File: config.mk
export PLATFORM = sky130hd
export DESIGN_NAME = tap_memory_buf
export DESIGN_NICKNAME = d
export VERILOG_FILES = /design/src/rtl/tap_mem_pkg.sv /design/src/rtl/wrap_ptr.sv /design/src/rtl/tap_memory_buf.sv
export SDC_FILE = /design/constraint.sdc
export NUM_CORES = 1
export LEC_CHECK = 0
export ABC_CLOCK_PERIOD_IN_PS = 3300
export CORE_MARGIN = 1.5
export CORE_UTILIZATION = 60
export DETAILED_ROUTE_END_ITERATION = 8
export HOLD_SLACK_MARGIN = 0.1
export PLACE_DENSITY = 0.81
export SYNTH_ARGS = -nofsm -noshare
export SYNTH_HDL_FRONTEND = slang
export SYNTH_SLANG_ARGS = --single-unit
File: constraint.sdc
create_clock -name clock -period 3.3 [get_ports clock]
set_clock_uncertainty 0.2 [all_clocks]
set_input_delay 0.66 -clock clock [delete_from_list [all_inputs] [get_ports clock]]
set_output_delay 0.66 -clock clock [all_outputs]
set_load 0.01 [all_outputs]
File: src/rtl/tap_mem_pkg.sv
// Shared definitions for the tap sample memory: readout FSM state codes and
// the legal DEPTH range.
package tap_mem_pkg;

    localparam int DEPTH_MIN = 2;
    localparam int DEPTH_MAX = 256;

    typedef logic [1:0] tap_state_t;

    localparam tap_state_t ST_IDLE = 2'd0;
    localparam tap_state_t ST_READ = 2'd1;
    localparam tap_state_t ST_DONE = 2'd2;

endpackage

File: src/rtl/wrap_ptr.sv
// Modulo-DEPTH pointer register with load, step up/down and a combinational
// view of the slot just below the current one.
module wrap_ptr #(
    parameter int DEPTH  = 8,
    parameter int ADDR_W = $clog2(DEPTH)
) (
    input  logic              clock,
    input  logic              reset,
    input  logic              clr,
    input  logic              load,
    input  logic [ADDR_W-1:0] load_val,
    input  logic              step,
    input  logic              dir,
    output logic [ADDR_W-1:0] ptr,
    output logic [ADDR_W-1:0] ptr_dec
);

    localparam logic [ADDR_W:0]   WRAP_AT = (ADDR_W+1)'(DEPTH);
    localparam logic [ADDR_W-1:0] LAST    = ADDR_W'(DEPTH - 1);

    logic [ADDR_W:0]   up_w;
    logic [ADDR_W:0]   dn_w;
    logic [ADDR_W-1:0] ptr_inc;

    // Wide arithmetic so wrap detection never relies on a power-of-two DEPTH.
    always_comb begin
        up_w    = {1'b0, ptr} + (ADDR_W+1)'(1);
        dn_w    = {1'b0, ptr} - (ADDR_W+1)'(1);
        ptr_inc = (up_w == WRAP_AT) ? '0 : up_w[ADDR_W-1:0];
        ptr_dec = dn_w[ADDR_W] ? LAST : dn_w[ADDR_W-1:0];
    end

    always_ff @(posedge clock or negedge reset) begin
        if (!reset) begin
            ptr <= '0;
        end else if (clr) begin
            ptr <= '0;
        end else if (load) begin
            ptr <= load_val;
        end else if (step) begin
            ptr <= dir ? ptr_inc : ptr_dec;
        end
    end

endmodule

File: src/rtl/tap_memory_buf.sv
// Circular tap buffer: pushes store samples, a start streams all DEPTH taps
// newest-first. Optional clear port enabled by TAP_MEMORY_CLEAR_EN.
//
// state   | meaning
// IDLE    | accepts pushes (and clear); start launches a readout
// READ    | emitting one tap per cycle, q_idx = tap age
// DONE    | single done pulse, then back to IDLE
module tap_memory_buf
    import tap_mem_pkg::*;
#(
    parameter int DATA_W = 8,
    parameter int DEPTH  = 8,
    parameter int ADDR_W = $clog2(DEPTH)
) (
    input  logic              clock,
    input  logic              reset,
    input  logic              enable,
    input  logic [DATA_W-1:0] a,
    input  logic              start,
`ifdef TAP_MEMORY_CLEAR_EN
    input  logic              clear,
`endif
    output logic [DATA_W-1:0] q,
    output logic              q_valid,
    output logic [ADDR_W-1:0] q_idx,
    output logic              done,
    output logic              busy,
    output logic [ADDR_W:0]   count,
    output logic              overrun
);

    if (DEPTH < DEPTH_MIN || DEPTH > DEPTH_MAX) begin : g_depth_err
        $error("tap_memory_buf: DEPTH outside the supported range");
    end

    logic [DATA_W-1:0] mem [DEPTH];
    tap_state_t        state;
    logic              idle;
    logic              clr_cmd;
    logic              push;
    logic              start_cmd;
    logic              last_tap;
    logic [ADDR_W-1:0] wr_ptr;
    logic [ADDR_W-1:0] wr_dec;
    logic [ADDR_W-1:0] rd_base;
    logic [ADDR_W-1:0] rd_dec;
    logic [ADDR_W-1:0] rd_cur_unused;

`ifdef TAP_MEMORY_CLEAR_EN
    assign clr_cmd = clear && idle;
`else
    assign clr_cmd = 1'b0;
`endif

    assign idle      = (state == ST_IDLE);
    assign push      = enable && idle && !clr_cmd;
    assign start_cmd = start && idle && !clr_cmd;
    assign last_tap  = (q_idx == ADDR_W'(DEPTH - 1));
    // Tap 0 is the sample being pushed this cycle, if any.
    assign rd_base   = push ? wr_ptr : wr_dec;

    wrap_ptr #(.DEPTH(DEPTH), .ADDR_W(ADDR_W)) u_wr_ptr (
        .clock    (clock),
        .reset    (reset),
        .clr      (clr_cmd),
        .load     (1'b0),
        .load_val ('0),
        .step     (push),
        .dir      (1'b1),
        .ptr      (wr_ptr),
        .ptr_dec  (wr_dec)
    );

    wrap_ptr #(.DEPTH(DEPTH), .ADDR_W(ADDR_W)) u_rd_ptr (
        .clock    (clock),
        .reset    (reset),
        .clr      (1'b0),
        .load     (start_cmd),
        .load_val (rd_base),
        .step     (state == ST_READ),
        .dir      (1'b0),
        .ptr      (rd_cur_unused),
        .ptr_dec  (rd_dec)
    );

    always_ff @(posedge clock or negedge reset) begin
        if (!reset) begin
            for (int i = 0; i < DEPTH; i++) mem[i] <= '0;
        end else if (clr_cmd) begin
            for (int i = 0; i < DEPTH; i++) mem[i] <= '0;
        end else if (push) begin
            mem[wr_ptr] <= a;
        end
    end

    always_ff @(posedge clock or negedge reset) begin
        if (!reset) begin
            state   <= ST_IDLE;
            q       <= '0;
            q_valid <= 1'b0;
            q_idx   <= '0;
            done    <= 1'b0;
            busy    <= 1'b0;
            count   <= '0;
            overrun <= 1'b0;
        end else begin
            overrun <= enable && !idle;
            done    <= 1'b0;
            if (clr_cmd) begin
                count <= '0;
            end else if (push && count != (ADDR_W+1)'(DEPTH)) begin
                count <= count + (ADDR_W+1)'(1);
            end
            case (state)
                ST_IDLE: begin
                    if (start_cmd) begin
                        state   <= ST_READ;
                        busy    <= 1'b1;
                        q_valid <= 1'b1;
                        q_idx   <= '0;
                        q       <= push ? a : mem[wr_dec];
                    end
                end
                ST_READ: begin
                    if (last_tap) begin
                        state   <= ST_DONE;
                        q_valid <= 1'b0;
                        done    <= 1'b1;
                    end else begin
                        q     <= mem[rd_dec];
                        q_idx <= q_idx + ADDR_W'(1);
                    end
                end
                ST_DONE: begin
                    state <= ST_IDLE;
                    busy  <= 1'b0;
                end
                default: begin
                    state   <= ST_IDLE;
                    busy    <= 1'b0;
                    q_valid <= 1'b0;
                end
            endcase
        end
    end

endmodule

==> results of run 1 <==
-- layer usage --
layer  global-route usage  vias to the layer above
li1                     -                     1540
met1               0.3984                     1827
met2               0.4952                      176
met3              0.04935                       34
met4               0.1343                        0
met5                    0                        -
-- worst register-to-register path, stage by stage (launching register included) --
cell	delay, ns
dfrtp_1	0.54
inv_1	0.15
ha_1	0.72
buf_4	0.30
mux4_2	0.32
mux2i_1	0.15
a21oi_1	0.08
or3_1	0.30
-- layout make-up --
| type | instances | area (um2) |
|---|---|---|
| inverters | 9 | 33.78 |
| flip-flops and latches | 91 | 2277 |
| repair buffers | 40 | 385.4 |
| well taps | 102 | 127.6 |
| multi-input cells | 271 | 2469 |
| fillers | 581 | 2342 |
| clock inverters | 4 | 47.55 |
| clock buffers | 12 | 165.2 |
-- cells by family (layout without fill, tap and decap cells) --
family | Yosys count | count (layout) | share of synthesized area
muxes | 97 | 97 | 0.2675
AOI/OAI and AO/OA | 96 | 96 | 0.1323
DFF | 91 | 91 | 0.4605
and+or+nand+nor | 66 | 66 | 0.07288
buffers and inverters | 34 | 65 | 0.04023
adders and majority gates | 7 | 7 | 0.01771
xor gates and xnor gates | 5 | 5 | 0.008856
-- power breakdown --
| part | internal, W | total [W] | switching [W] |
|---|---|---|---|
| combinational | 0.00168 | 0.00330 | 0.00162 |
| sequential | 0.00161 | 0.00209 | 0.000474 |
| clock | 0.000410 | 0.000803 | 0.000393 |
-- layout by cell type (no fill, tap or decap), drive strengths merged, types with 8 or more instances in the layout --
master         instances
nor2                  18
dfrtp                 91
mux4                  16
mux2i                  8
mux2                  73
or2                    9
o22ai                 29
clkdlybuf4s50         29
or3                   10
a22o                  11
o21ai                 17
clkbuf                12
a21oi                 21
nand2                 13
inv                    9
buf                   11
-- metrics by stage --
step | utilization | cell area, um2
after floorplan | - | 4945
after global placement | 0.6744 | 5293
after detailed placement | 0.6744 | 5293
after CTS | 0.7015 | 5505
after global routing | 0.7015 | 5505
final | 0.7015 | 5505
-- how the worst max path moves through the flow --
stage	from	end	slack [ns]	cells past startpoint
floorplan	u_rd_ptr.ptr[0]$_DFFE_PN0P_	q[7]$_DFFE_PN0P_	0.58	11
global placement	enable	mem[10]$_DFFE_PN0P_	0.33	5
detailed placement	enable	mem[11]$_DFFE_PN0P_	0.24	5
CTS	u_wr_ptr.ptr[1]$_DFFE_PN0P_	q[5]$_DFFE_PN0P_	0.49	7
global route	u_wr_ptr.ptr[1]$_DFFE_PN0P_	q[6]$_DFFE_PN0P_	0.38	7
finish	u_wr_ptr.ptr[1]$_DFFE_PN0P_	q[5]$_DFFE_PN0P_	0.42	7
-- registers in the layout (all words and copies together), names as in the netlist --
signal        cells
mem              64
q                 8
count             4
q_idx             3
u_rd_ptr.ptr      3
u_wr_ptr.ptr      3
state             2
busy              1
done              1
overrun           1
q_valid           1
==> impl_metrics.json, run 1 <==
{
  "stdcell_count": 529,
  "die_x_um": 93.78,
  "finalWirelength_um": 12250,
  "start_util": 0.6301,
  "ys.flop_type": "dfrtp_1",
  "portBuffers": 30,
  "wl_met2_um": 6102,
  "synthCells": 396,
  "cpPeakStageDelay_ns": 0.72,
  "synth_cell_types": 49,
  "max_cap_viol_count": 0,
  "nets": 441,
  "period_needed_ns": 2.881,
  "yosys_warnings": 0,
  "rr_worst_depth": 7,
  "r2r_start": "u_wr_ptr.ptr[1]$_DFFE_PN0P_",
  "cts.sinks": 91,
  "r2r-end": "q[5]$_DFFE_PN0P_",
  "status": "complete, no violations",
  "yosysTopAreaCell": "dfrtp_1",
  "power_w": 0.006186,
  "vias": 3577,
  "syn_to_final_growth_pct": 11.34,
  "synth_async_sr_flop_share": 1.000,
  "rsz0062_at_grt": "no",
  "synth.area.top_cells": "dfrtp_1, mux2_2, mux4_2",
  "gp_congestion": 0.8441,
  "hold_ws_ns": 0.1191,
  "netlist_top_cells_count": "dfrtp_1, mux2_2, o22ai_1",
  "rrSetupSlack_ns": 0.42,
  "worstMarginPinSlew_ns": 1.131,
  "ios": 31,
  "leakage_nw": 2.482,
  "finalHoldViolations": 0,
  "num_rows": 32,
  "slew_viol_final": 0,
  "netlist_area_mm2": 0.004945,
  "drc_errors": 0,
  "drive_gt1_frac": 0.2740,
  "highest_layer": "met4",
  "synth.most_common_cell": "dfrtp_1",
  "wl_met3_um": 879,
  "slew_headroom": 0.2442,
  "synth-edff-count": 0,
  "antennaDiodeCount": 0,
  "ir_worst_vdd_uv": 578.1,
  "setup_viol": 0,
  "cts_buffers": 9,
  "ant_nets": 0,
  "wl_met1_um": 4946,
  "slowest_stage": "ha_1",
  "cts_buffer_depth": 2,
  "layout_setup_ws_ns": 0.4192,
  "worstSkewPairLatency_ns": 0.36,
  "end_kind": "register",
  "worstPathArrival_ns": 2.93,
  "cp_cell_sequence": "inv_1, ha_1, buf_4, mux4_2, mux2i_1, a21oi_1, or3_1",
  "grt_pass1_vias": 3693,
  "die_h_um": 93.78,
  "cts_hold_buffers": 0,
  "path_max_fanout": 11,
  "dp.cells": 513,
  "dp_hpwl_um": 7824,
  "post_cts_buffers": 0,
  "die_area_mm2": 0.008795,
  "synth_top_area_frac": 0.4605,
  "pre_cts_ws_ns": 0.2422,
  "crit_family": "adder cells",
  "clk_pin_slew_ns": 0.09,
  "core_area_mm2": 0.007848,
  "routedWlPerCell_um": 23.15,
  "clock-root-buffer": "clkbuf_8",
  "avgSynthCellArea_um2": 12.49,
  "grt_first_pass_wirelength_um": 19640,
  "ys_seq_area_frac": 0.4605,
  "drtIter0Drc": 235,
  "cellPowerDensity_mw_per_mm2": 1124,
  "fmax_mhz": 347.1,
  "htreeDepth": 3,
  "dr.pass1.iters": 6,
  "path_class": "reg2reg",
  "hp-class": "in2async",
  "grt.total_usage": 0.3025,
  "grt_antenna_before_repair": 0,
  "cts-resized-gates": 0,
  "crit_path_start_kind": "register",
  "crit_buf_inv": 2,
  "synth_nets": 415,
  "grt_max_degree": 52,
  "gr-total-overflow": 0,
  "ys_seq_elements": 91,
  "viasPerCell": 6.762,
  "worstPathRequired_ns": 3.35,
  "fin_tns_setup_ns": 0,
  "layout_worst_path_cycle_share": 0.8730,
  "cts_tree": "done"
}
No activity file was read; power rests on OpenSTA's default activity.
==> run 2, diff against run 1 <==
--- a/config.mk
+++ b/config.mk
@@ -5,7 +5,6 @@
 export SDC_FILE = /design/constraint.sdc
 export NUM_CORES = 1
 export LEC_CHECK = 0
-export ABC_CLOCK_PERIOD_IN_PS = 3300
 export CORE_MARGIN = 1.5
 export CORE_UTILIZATION = 60
 export DETAILED_ROUTE_END_ITERATION = 8
==> results of run 2 <==
No change in the layout: final DEF, timing and power equal those of run 1.
==> run 3, diff against run 2 <==
--- a/config.mk
+++ b/config.mk
@@ -10,6 +10,7 @@
 export DETAILED_ROUTE_END_ITERATION = 8
 export HOLD_SLACK_MARGIN = 0.1
 export PLACE_DENSITY = 0.81
+export SETUP_SLACK_MARGIN = 0.3
 export SYNTH_ARGS = -nofsm -noshare
 export SYNTH_HDL_FRONTEND = slang
 export SYNTH_SLANG_ARGS = --single-unit
==> results of run 3 <==
No change in the layout: final DEF, timing and power equal those of run 1.
